`config.mk`:
```
export PLATFORM = sky130hd
export DESIGN_NAME = mem_arbiter
export DESIGN_NICKNAME = d
export VERILOG_FILES = /design/src/rtl/mem_arb_pkg.sv /design/src/rtl/rr_arbiter.sv /design/src/rtl/mem_arbiter.sv
export SDC_FILE = /design/constraint.sdc
export NUM_CORES = 1
export LEC_CHECK = 0
export BUFFER_PORTS_ARGS = -buffer_cell sky130_fd_sc_hd__buf_2
export CORE_MARGIN = 2
export CORE_UTILIZATION = 51
export DETAILED_ROUTE_END_ITERATION = 8
export PLACE_DENSITY_LB_ADDON = 0.08
export SLEW_MARGIN = 20
export SYNTH_ARGS = -nofsm -noshare
export SYNTH_HDL_FRONTEND = slang
export SYNTH_HIERARCHICAL = 1
export SYNTH_SLANG_ARGS = --single-unit
export TNS_END_PERCENT = 1
```
`constraint.sdc`:
```
create_clock -name clk -period 6.5 [get_ports clk]
set_input_delay 1.3 -clock clk [delete_from_list [all_inputs] [get_ports clk]]
set_output_delay 1.3 -clock clk [all_outputs]
set_load 0.02 [all_outputs]
```
`src/rtl/mem_arb_pkg.sv`:
```
// Shared encodings and lane helpers for the memory arbiter.
// Helpers assume a 32-bit word with four byte lanes.
package mem_arb_pkg;

    localparam logic [1:0] SZ_B = 2'b00;
    localparam logic [1:0] SZ_H = 2'b01;
    localparam logic [1:0] SZ_W = 2'b10;

    typedef enum logic [2:0] {
        ST_IDLE,
        ST_ACCESS,
        ST_WAIT,
        ST_WRITE,
        ST_DONE
    } state_e;

    function automatic logic misaligned(input logic [1:0] size, input logic [1:0] off);
        case (size)
            SZ_B:    misaligned = 1'b0;
            SZ_H:    misaligned = off[0];
            SZ_W:    misaligned = |off;
            default: misaligned = 1'b1;
        endcase
    endfunction

    function automatic logic [31:0] lane_extract(input logic [31:0] word, input logic [1:0] off,
                                                 input logic [1:0] size, input logic sgn);
        logic [31:0] sh;
        sh = word >> {off, 3'b000};
        case (size)
            SZ_B:    lane_extract = {{24{sgn & sh[7]}}, sh[7:0]};
            SZ_H:    lane_extract = {{16{sgn & sh[15]}}, sh[15:0]};
            default: lane_extract = word;
        endcase
    endfunction

    // Only the addressed lanes of the old word are replaced; upper wdata bits are ignored.
    function automatic logic [31:0] lane_merge(input logic [31:0] old, input logic [31:0] wdata,
                                               input logic [1:0] off, input logic [1:0] size);
        logic [31:0] mask;
        mask = (size == SZ_B) ? 32'h0000_00FF : (size == SZ_H) ? 32'h0000_FFFF : 32'hFFFF_FFFF;
        mask = mask << {off, 3'b000};
        lane_merge = (old & ~mask) | ((wdata << {off, 3'b000}) & mask);
    endfunction

endpackage

```
`src/rtl/rr_arbiter.sv`:
```
// Round-robin / fixed-priority request picker with a registered last-grant pointer.
// The pointer only moves when the caller accepts a grant.
module rr_arbiter #(
    parameter int NUM_CH     = 2,
    parameter bit FIXED_PRIO = 1'b0,
    parameter int CH_W       = (NUM_CH > 1) ? $clog2(NUM_CH) : 1
) (
    input  logic              clk,
    input  logic              rst,
    input  logic [NUM_CH-1:0] req_i,
    input  logic              accept_i,
    output logic [NUM_CH-1:0] grant_o,
    output logic [CH_W-1:0]   idx_o,
    output logic              any_o
);

    logic [CH_W-1:0] ptr_q;

    // Walk candidates from lowest to highest priority so the last hit wins.
    always_comb begin
        int c;
        c     = 0;
        idx_o = '0;
        if (FIXED_PRIO) begin
            for (int i = NUM_CH - 1; i >= 0; i--)
                if (req_i[i]) idx_o = CH_W'(i);
        end else begin
            for (int k = NUM_CH; k >= 1; k--) begin
                c = int'(ptr_q) + k;
                if (c >= NUM_CH) c = c - NUM_CH;
                if (req_i[c]) idx_o = CH_W'(c);
            end
        end
    end

    assign any_o   = |req_i;
    assign grant_o = any_o ? (NUM_CH'(1) << idx_o) : '0;

    always_ff @(posedge clk or posedge rst) begin
        if (rst)
            ptr_q <= CH_W'(NUM_CH - 1);
        else if (accept_i && any_o && !FIXED_PRIO)
            ptr_q <= idx_o;
    end

endmodule

```
`src/rtl/mem_arbiter.sv`:
```
// N-channel load/store front-end for a single-port memory with 1-cycle read latency.
// Sub-word loads are extended, sub-word stores are done as read-modify-write.
module mem_arbiter
    import mem_arb_pkg::*;
#(
    parameter int NUM_CH     = 2,
    parameter int ADDR_WIDTH = 32,
    parameter int DATA_WIDTH = 32,
    parameter bit FIXED_PRIO = 1'b0
) (
    input  logic                         clk,
    input  logic                         rst,
    input  logic [NUM_CH-1:0]            req_valid,
    input  logic [NUM_CH-1:0]            req_we,
    input  logic [2*NUM_CH-1:0]          req_size,
    input  logic [NUM_CH-1:0]            req_signed,
    input  logic [ADDR_WIDTH*NUM_CH-1:0] req_addr,
    input  logic [DATA_WIDTH*NUM_CH-1:0] req_wdata,
    output logic [NUM_CH-1:0]            resp_done,
    output logic                         resp_err,
    output logic [DATA_WIDTH-1:0]        resp_data,
    output logic [ADDR_WIDTH-1:0]        mem_addr,
    output logic                         mem_we,
    output logic [DATA_WIDTH-1:0]        mem_src,
    input  logic [DATA_WIDTH-1:0]        mem_data
);

    localparam int CH_W = (NUM_CH > 1) ? $clog2(NUM_CH) : 1;

    state_e                  state_q;
    logic [CH_W-1:0]         ch_q;
    logic                    we_q;
    logic                    sgn_q;
    logic [1:0]              size_q;
    logic [1:0]              off_q;
    logic [DATA_WIDTH-1:0]   wdata_q;
    logic [NUM_CH-1:0]       done_q;
    logic                    err_q;
    logic [DATA_WIDTH-1:0]   data_q;
    logic [ADDR_WIDTH-1:0]   maddr_q;
    logic                    mwe_q;
    logic [DATA_WIDTH-1:0]   msrc_q;

    logic [NUM_CH-1:0]       gnt;
    logic [CH_W-1:0]         gnt_idx;
    logic                    gnt_any;
    logic                    g_we;
    logic                    g_sgn;
    logic [1:0]              g_size;
    logic [ADDR_WIDTH-1:0]   g_addr;
    logic [DATA_WIDTH-1:0]   g_wdata;
    logic [NUM_CH-1:0]       ch_onehot;

    rr_arbiter #(
        .NUM_CH     (NUM_CH),
        .FIXED_PRIO (FIXED_PRIO),
        .CH_W       (CH_W)
    ) u_arb (
        .clk      (clk),
        .rst      (rst),
        .req_i    (req_valid),
        .accept_i (state_q == ST_IDLE),
        .grant_o  (gnt),
        .idx_o    (gnt_idx),
        .any_o    (gnt_any)
    );

    assign g_we      = req_we[gnt_idx];
    assign g_sgn     = req_signed[gnt_idx];
    assign g_size    = req_size[2*gnt_idx +: 2];
    assign g_addr    = req_addr[ADDR_WIDTH*gnt_idx +: ADDR_WIDTH];
    assign g_wdata   = req_wdata[DATA_WIDTH*gnt_idx +: DATA_WIDTH];
    assign ch_onehot = NUM_CH'(1) << ch_q;

    always_ff @(posedge clk or posedge rst) begin
        if (rst) begin
            state_q <= ST_IDLE;
            ch_q    <= '0;
            we_q    <= 1'b0;
            sgn_q   <= 1'b0;
            size_q  <= SZ_B;
            off_q   <= 2'b00;
            wdata_q <= '0;
            done_q  <= '0;
            err_q   <= 1'b0;
            data_q  <= '0;
            maddr_q <= '0;
            mwe_q   <= 1'b0;
            msrc_q  <= '0;
        end else begin
            done_q <= '0;
            case (state_q)
                ST_IDLE: begin
                    if (gnt_any) begin
                        ch_q    <= gnt_idx;
                        we_q    <= g_we;
                        sgn_q   <= g_sgn;
                        size_q  <= g_size;
                        off_q   <= g_addr[1:0];
                        wdata_q <= g_wdata;
                        if (misaligned(g_size, g_addr[1:0])) begin
                            done_q  <= gnt;
                            err_q   <= 1'b1;
                            data_q  <= '0;
                            state_q <= ST_DONE;
                        end else begin
                            maddr_q <= {g_addr[ADDR_WIDTH-1:2], 2'b00};
                            if (g_we && g_size == SZ_W) begin
                                mwe_q  <= 1'b1;
                                msrc_q <= g_wdata;
                            end
                            state_q <= ST_ACCESS;
                        end
                    end
                end
                ST_ACCESS: begin
                    if (we_q && size_q == SZ_W) begin
                        mwe_q   <= 1'b0;
                        msrc_q  <= '0;
                        maddr_q <= '0;
                        done_q  <= ch_onehot;
                        err_q   <= 1'b0;
                        state_q <= ST_DONE;
                    end else begin
                        state_q <= ST_WAIT;
                    end
                end
                ST_WAIT: begin
                    if (we_q) begin
                        mwe_q   <= 1'b1;
                        msrc_q  <= lane_merge(mem_data, wdata_q, off_q, size_q);
                        state_q <= ST_WRITE;
                    end else begin
                        data_q  <= lane_extract(mem_data, off_q, size_q, sgn_q);
                        err_q   <= 1'b0;
                        done_q  <= ch_onehot;
                        maddr_q <= '0;
                        state_q <= ST_DONE;
                    end
                end
                ST_WRITE: begin
                    mwe_q   <= 1'b0;
                    msrc_q  <= '0;
                    maddr_q <= '0;
                    done_q  <= ch_onehot;
                    err_q   <= 1'b0;
                    state_q <= ST_DONE;
                end
                ST_DONE: begin
                    err_q   <= 1'b0;
                    data_q  <= '0;
                    state_q <= ST_IDLE;
                end
                default: state_q <= ST_IDLE;
            endcase
        end
    end

    assign resp_done = done_q;
    assign resp_err  = err_q;
    assign resp_data = data_q;
    assign mem_addr  = maddr_q;
    assign mem_we    = mwe_q;
    assign mem_src   = msrc_q;

endmodule
```
# Word level (Yosys, flattened, before mapping)

Cells that the tools add are included.
W data, S select, Z words.

Add/subtract/negate cells: 4
Order comparisons: 5
Eq/ne operators: 15
Shift-type cells: 8
Multiplexer cells: 54
Bitwise gates (word level): 6
Reductions and logical operators: 17

Operators with widths:

| operator                | number |
|---|---|
| $mux W32                | 15 |
| $pmux W32 S4            | 2 |
| $shiftx A64 B7 Y32      | 2 |
| $pmux W32 S3            | 1 |
| $and A32 B32 Y32        | 2 |
| $ge A32 B3 Y1 const B   | 2 |
| $lt A32 B3 Y1 const B   | 2 |
| $pmux W32 S2            | 1 |
| $shl A32 B5 Y32         | 2 |
| $sub A32 B3 Y32 const B | 2 |
| $not A32 Y32            | 1 |
| $or A32 B32 Y32         | 1 |
| $shr A32 B5 Y16         | 1 |
| $mux W1                 | 22 |
| $ne A2 B2 Y1 const B    | 7 |
| $mux W3                 | 4 |
| $pmux W3 S4             | 1 |
| $reduce_and A5 Y1       | 2 |
| $mux W2                 | 4 |
| $pmux W1 S4             | 2 |
| $pmux W2 S4             | 1 |
| $reduce_bool A4 Y1      | 2 |
| $eq A3 B2 Y1 const B    | 2 |
| $reduce_and A6 Y1       | 1 |
| other kinds (18)        | 27 |

Register bits: 143
Input port bits: 172
Word-level logic and storage cells: 123

# Depth between registers and ports, before layout

Depth after elaboration: 16
Mapped depth: 8
Mapped depth without buffers: 6

# Hierarchy

Netlist, hierarchy kept.

Modules (own cells, without submodules):

| module      | instances | cells each | area an instance (um^2) | sequential area each (um^2) |
|---|---|---|---|---|
| mem_arbiter | 1         | 783        | 7967.6                  | 3503.4 |
| rr_arbiter  | 1         | 9          | 73.8                    | 26.3 |

# Worst setup path after synthesis

Ideal clock, no wire load.

Path type: input port to flip-flop
From: input port req_valid[1]
To: register msrc_q[0] (netlist: mem_src[0])
Arrival: 3120 ps
Path slack: 3255 ps
Stages: 8
Cell sequence: a21boi_0 -> clkbuf_1 -> nor2b_1 -> a32o_1 -> o21a_1 -> nor3_4 -> buf_6 -> mux2_2

Word-level cells in the longest chain between the ends: 12

Ends and longest elaborated chain:

| item                                                          | RTL line                             | RTL |
|---|---|---|
| start: declaration                                            | mem_arbiter.sv:13                    | `input logic [NUM_CH-1:0] req_valid,` |
| $mux W1 (not written as such) (3 in series)                   | rr_arbiter.sv:31                     | `if (req_i[c]) idx_o = CH_W'(c);` |
| $mux W1 (2 in series)                                         | rr_arbiter.sv:31                     |  |
| $shiftx A64 B7 Y32 / $shiftx A4 B3 Y2 (equally long branches) | mem_arbiter.sv:71, mem_arbiter.sv:70 |  |
| $reduce_or A2 Y1, or another cell as far along                | mem_arb_pkg.sv:21                    | `SZ_W: misaligned = \|off;` |
| $pmux W1 S3                                                   | mem_arb_pkg.sv:18                    | `case (size)` |
| $mux W1                                                       | mem_arbiter.sv:94                    | `if (gnt_any) begin` |
| $mux W1                                                       | mem_arbiter.sv:92                    | `case (state_q)` |
| $ne A2 B2 Y1 (no source line)                                 | --                                   |  |
| $reduce_and A6 Y1 (no source line)                            | --                                   |  |
| end signal: assignment                                        | mem_arbiter.sv:110                   | `msrc_q <= g_wdata;` |
| end signal: assignment                                        | mem_arbiter.sv:131                   | `msrc_q <= lane_merge(mem_data, wdata_q, off_q, size_q);` |
| end: declaration                                              | mem_arbiter.sv:42                    | `logic [DATA_WIDTH-1:0] msrc_q;` |

Several ways; a longest one is shown, not always the timed one. The select of a mux whose other input is x is not followed.
A chain may end at the register's enable or synchronous reset.

# Worst setup path in the final report

From: input port req_valid[1]
To: register msrc_q[9] (netlist: mem_src[9])

Word-level cells in the longest chain between the ends: 12

Ends and longest elaborated chain:

| item                                                          | RTL line                             | RTL |
|---|---|---|
| $mux W1 (not written as such) (3 in series)                   | rr_arbiter.sv:31                     |  |
| $mux W1                                                       | rr_arbiter.sv:31                     |  |
| $mux W1 *                                                     | rr_arbiter.sv:31                     |  |
| named net gnt_idx                                             | mem_arbiter.sv:45                    | `logic [CH_W-1:0] gnt_idx;` |
| $shiftx A64 B7 Y32 / $shiftx A4 B3 Y2 (equally long branches) | mem_arbiter.sv:71, mem_arbiter.sv:70 |  |
| $reduce_or A2 Y1, or another cell as far along                | mem_arb_pkg.sv:21                    |  |
| $pmux W1 S3                                                   | mem_arb_pkg.sv:18                    |  |
| $mux W1                                                       | mem_arbiter.sv:94                    |  |
| $mux W1                                                       | mem_arbiter.sv:92                    |  |
| $ne A2 B2 Y1 (no source line)                                 | --                                   |  |
| $reduce_and A6 Y1 (no source line)                            | --                                   |  |

Mark *: on every way through the listed nets, which the timed path passes. The rest lies on a longest branch. The select of a mux whose other input is x is not followed.

==> impl_metrics.ini <==
[outcome]
status = finished clean

[yosys]
yosys.area_share.adder_pct = 0
synth-edff-count = 0
yosysSeqAreaShare_pct = 43.89
yosys_most_used_dff = dfrtp_1
synth_compound_gate_area_share_pct = 14.81
synth_xor_area_share_pct = 0
ys_async_sr_fraction_pct = 100.0
syn_area_mm2 = 0.008041
yosys-mux-area-fraction_pct = 27.07
ys_warn_count = 6
synth_top_family_by_area = multiplexers
synth_seq_cells = 141
synthSimpleGateAreaFrac_pct = 9.725
syn-instance-count = 792
avgSynthCellArea_um2 = 10.15
synth_cell_type_count = 55

[floorplan]
die_h_um = 129.6
initial_utilization_pct = 52.51
ios = 272
design.core.area_mm2 = 0.01531
die_w_um = 129.6
row_count = 45
dieArea_mm2 = 0.01679

[final_layout]
mostFrequentLayoutCells = buf_2, dfrtp_1, mux2i_1
multiInputGateArea_mm2 = 0.004190
drive_above_1_share_pct = 38.67
regArea_mm2 = 0.003531
final_common_cell = buf_2
area_delta_synth_final_pct = 25.33
fillCellCount = 1309
nNetsFinal = 1197

[sta]
period_share_pct = 56.34
timing.hold.ws_ns = 0.4741
fin_skew_ns = 0.009756
rsz0062_at_grt = no
fin_setup_tns_ns = 0
drv_slew = 0
max_slew_margin_pct = 33.02
worst_pin_slew_ns = 1.002
hold_violations = 0
setup_viol = 0
max_freq_mhz = 273.1
fin_ws_ns = 2.838
min_period_ns = 3.662

[clocking]
cts.sinks = 141
clk_latency_ns = 0.43
cts_max_level = 4
cts_tree = yes
ctsResizeCount = 0
cts.clk_slew.worst_paths_ns = 0.06
clock_path_buffers = 2
post-cts-setup-buffer-count = 0
hold_buffers = 0
numCtsBuffers = 17
cts-root-buf = clkbuf_16

[worst_hold_path]
worstHoldStart = resp_data[5]
hp-class = register to register

[routing]
via_per_inst = 5.646
drt_iter0_drc = 572
wl_per_cell_um = 18.88
num_vias = 7052
postRouteAntennaNets = 0
totalWireLength_um = 23580
drc = 0
drt-pass1-iter-count = 5

[pwr]
combPwrFrac_pct = 50.7
p_seq_share_pct = 30.6
p_leak_nw = 4.790
switching_share_pct = 42.41
internal-power_mw = 3.086
netSwitchingPower_mw = 2.272
clockPowerShare_pct = 18.8
power_density_mw_per_mm2 = 531.7
peakVddDrop_mv = 0.2869

[worst_setup_path]
crit_type = input port to register
critPathLaunchType = input port
cp-end-kind = register
critPathLaunch = req_valid[1]
timing.rr.start = u_arb/ptr_q
worstPathMaxFanout = 33
crit_arrival_ns = 3.97
worstPathRequired_ns = 6.81

[global_routing]
grt_util_all_layers_pct = 28.24
grt_antenna_before_repair = 1
grt_pass1_wl_um = 36020
grt_max_degree = 93
grt_overflow = 0
grt_pass1_vias = 6559

[placed_design]
gp_congestion = 0.8601
pre_cts_ws_ns = 2.399
port_buffers = 269
hpwl_um = 17040

[job]
drv_cap = 0
synthesized netlist by cell type, drive strengths merged, types with 2 or more instances:
cell	instances	area, um2
o2bb2ai	2	17.52
nor3b	3	22.52
and3	2	12.51
o21ai	27	135.1
dfrtp	140	3503
a21oi	89	449.2
nor2	100	382.9
nor3	8	67.56
and2	3	18.77
or2	4	25.03
o21bai	7	52.55
clkbuf	40	150.1
a211oi	9	67.56
or3	3	18.77
o22ai	39	244.0
mux2i	114	1141
nand2	31	116.4
a22o	2	17.52
a221oi	6	52.55
buf	26	147.6
mux4	10	225.2
o21a	2	15.01
mux2	72	810.8
a21boi	3	22.52
o31ai	4	30.03
inv	16	60.06
nand2b	3	18.77
nor2b	10	62.56
kinds of logic (layout without fill, tap and decap cells):
kind of cell    after synthesis  in the layout
other cells                   1              3
mux                         196            196
buf+inv                      82            326
compound gates              200            200
simple gates                172            172
flops                       141            141
path summary, 6_finish.rpt:
kind | endpoint | slack [ns] | cells past startpoint
max reg2reg | mem_src[9] | 3.45 | 7
min | resp_data[5] | 0.47 | 2
min in group asynchronous | u_arb/ptr_q | 0.91 | 2
max in group asynchronous | wdata_q[7] | 4.28 | 3
max | mem_src[9] | 2.84 | 8
min reg2reg | resp_data[5] | 0.47 | 2
metrics by stage:
stage,cell area [um2],util (%),power (mW),std cells
after floorplan,8045,-,3.574,793
after global placement,9470,61.84,4.310,1217
after detailed placement,9470,61.84,4.344,1217
after CTS,10070,65.78,5.366,1248
after global routing,10080,65.81,5.680,1249
final,10080,65.81,5.358,1249
sequential cells by signal (all words and copies together), names as in the netlist:
name / cells
mem_src: 32
resp_data: 32
wdata_q: 32
mem_addr: 30
state_q: 3
off_q: 2
resp_done: 2
size_q: 2
ch_q: 1
mem_we: 1
resp_err: 1
sgn_q: 1
u_arb/ptr_q: 1
we_q: 1
critical path, cell delays in order:
cell and delay, ns:
buf_2 0.11, a21boi_4 0.79, nor2b_1 0.16, a22o_1 0.30
o21a_1 0.28, nor3_4 0.17, buf_4 0.42, mux2_2 0.40
metal layers:
layer	vias up	GRT usage, %	wire length (um)	part of all wire (%)
met2	348	42.72	10600	45
li1	3328	-	-	-
met1	3331	39.62	10300	44
met4	0	10.69	683	2.9
met5	-	0	0	0
met3	45	6.730	1992	8.4
power groups by stage:
stage	registers (mW)	logic [mW]	clock network, mW
2_1_floorplan	1.87	1.71	0
3_5_place_dp	1.64	2.71	0
4_1_cts	1.63	2.72	1.02
3_3_place_gp	1.64	2.67	0
5_1_grt	1.69	2.94	1.05
6_report	1.64	2.72	1.00
cell type report:
class / count / share of cell area (%)
tap: 211 / 2.619
multi-input combinational: 570 / 41.58
sequential: 141 / 35.03
antenna: 1 / 0.02483
clock buffer: 26 / 4.953
timing repair buffer: 279 / 14.10
inverter: 16 / 0.6456
clock inverter: 5 / 1.043
Power figures use the tool's default switching activity.
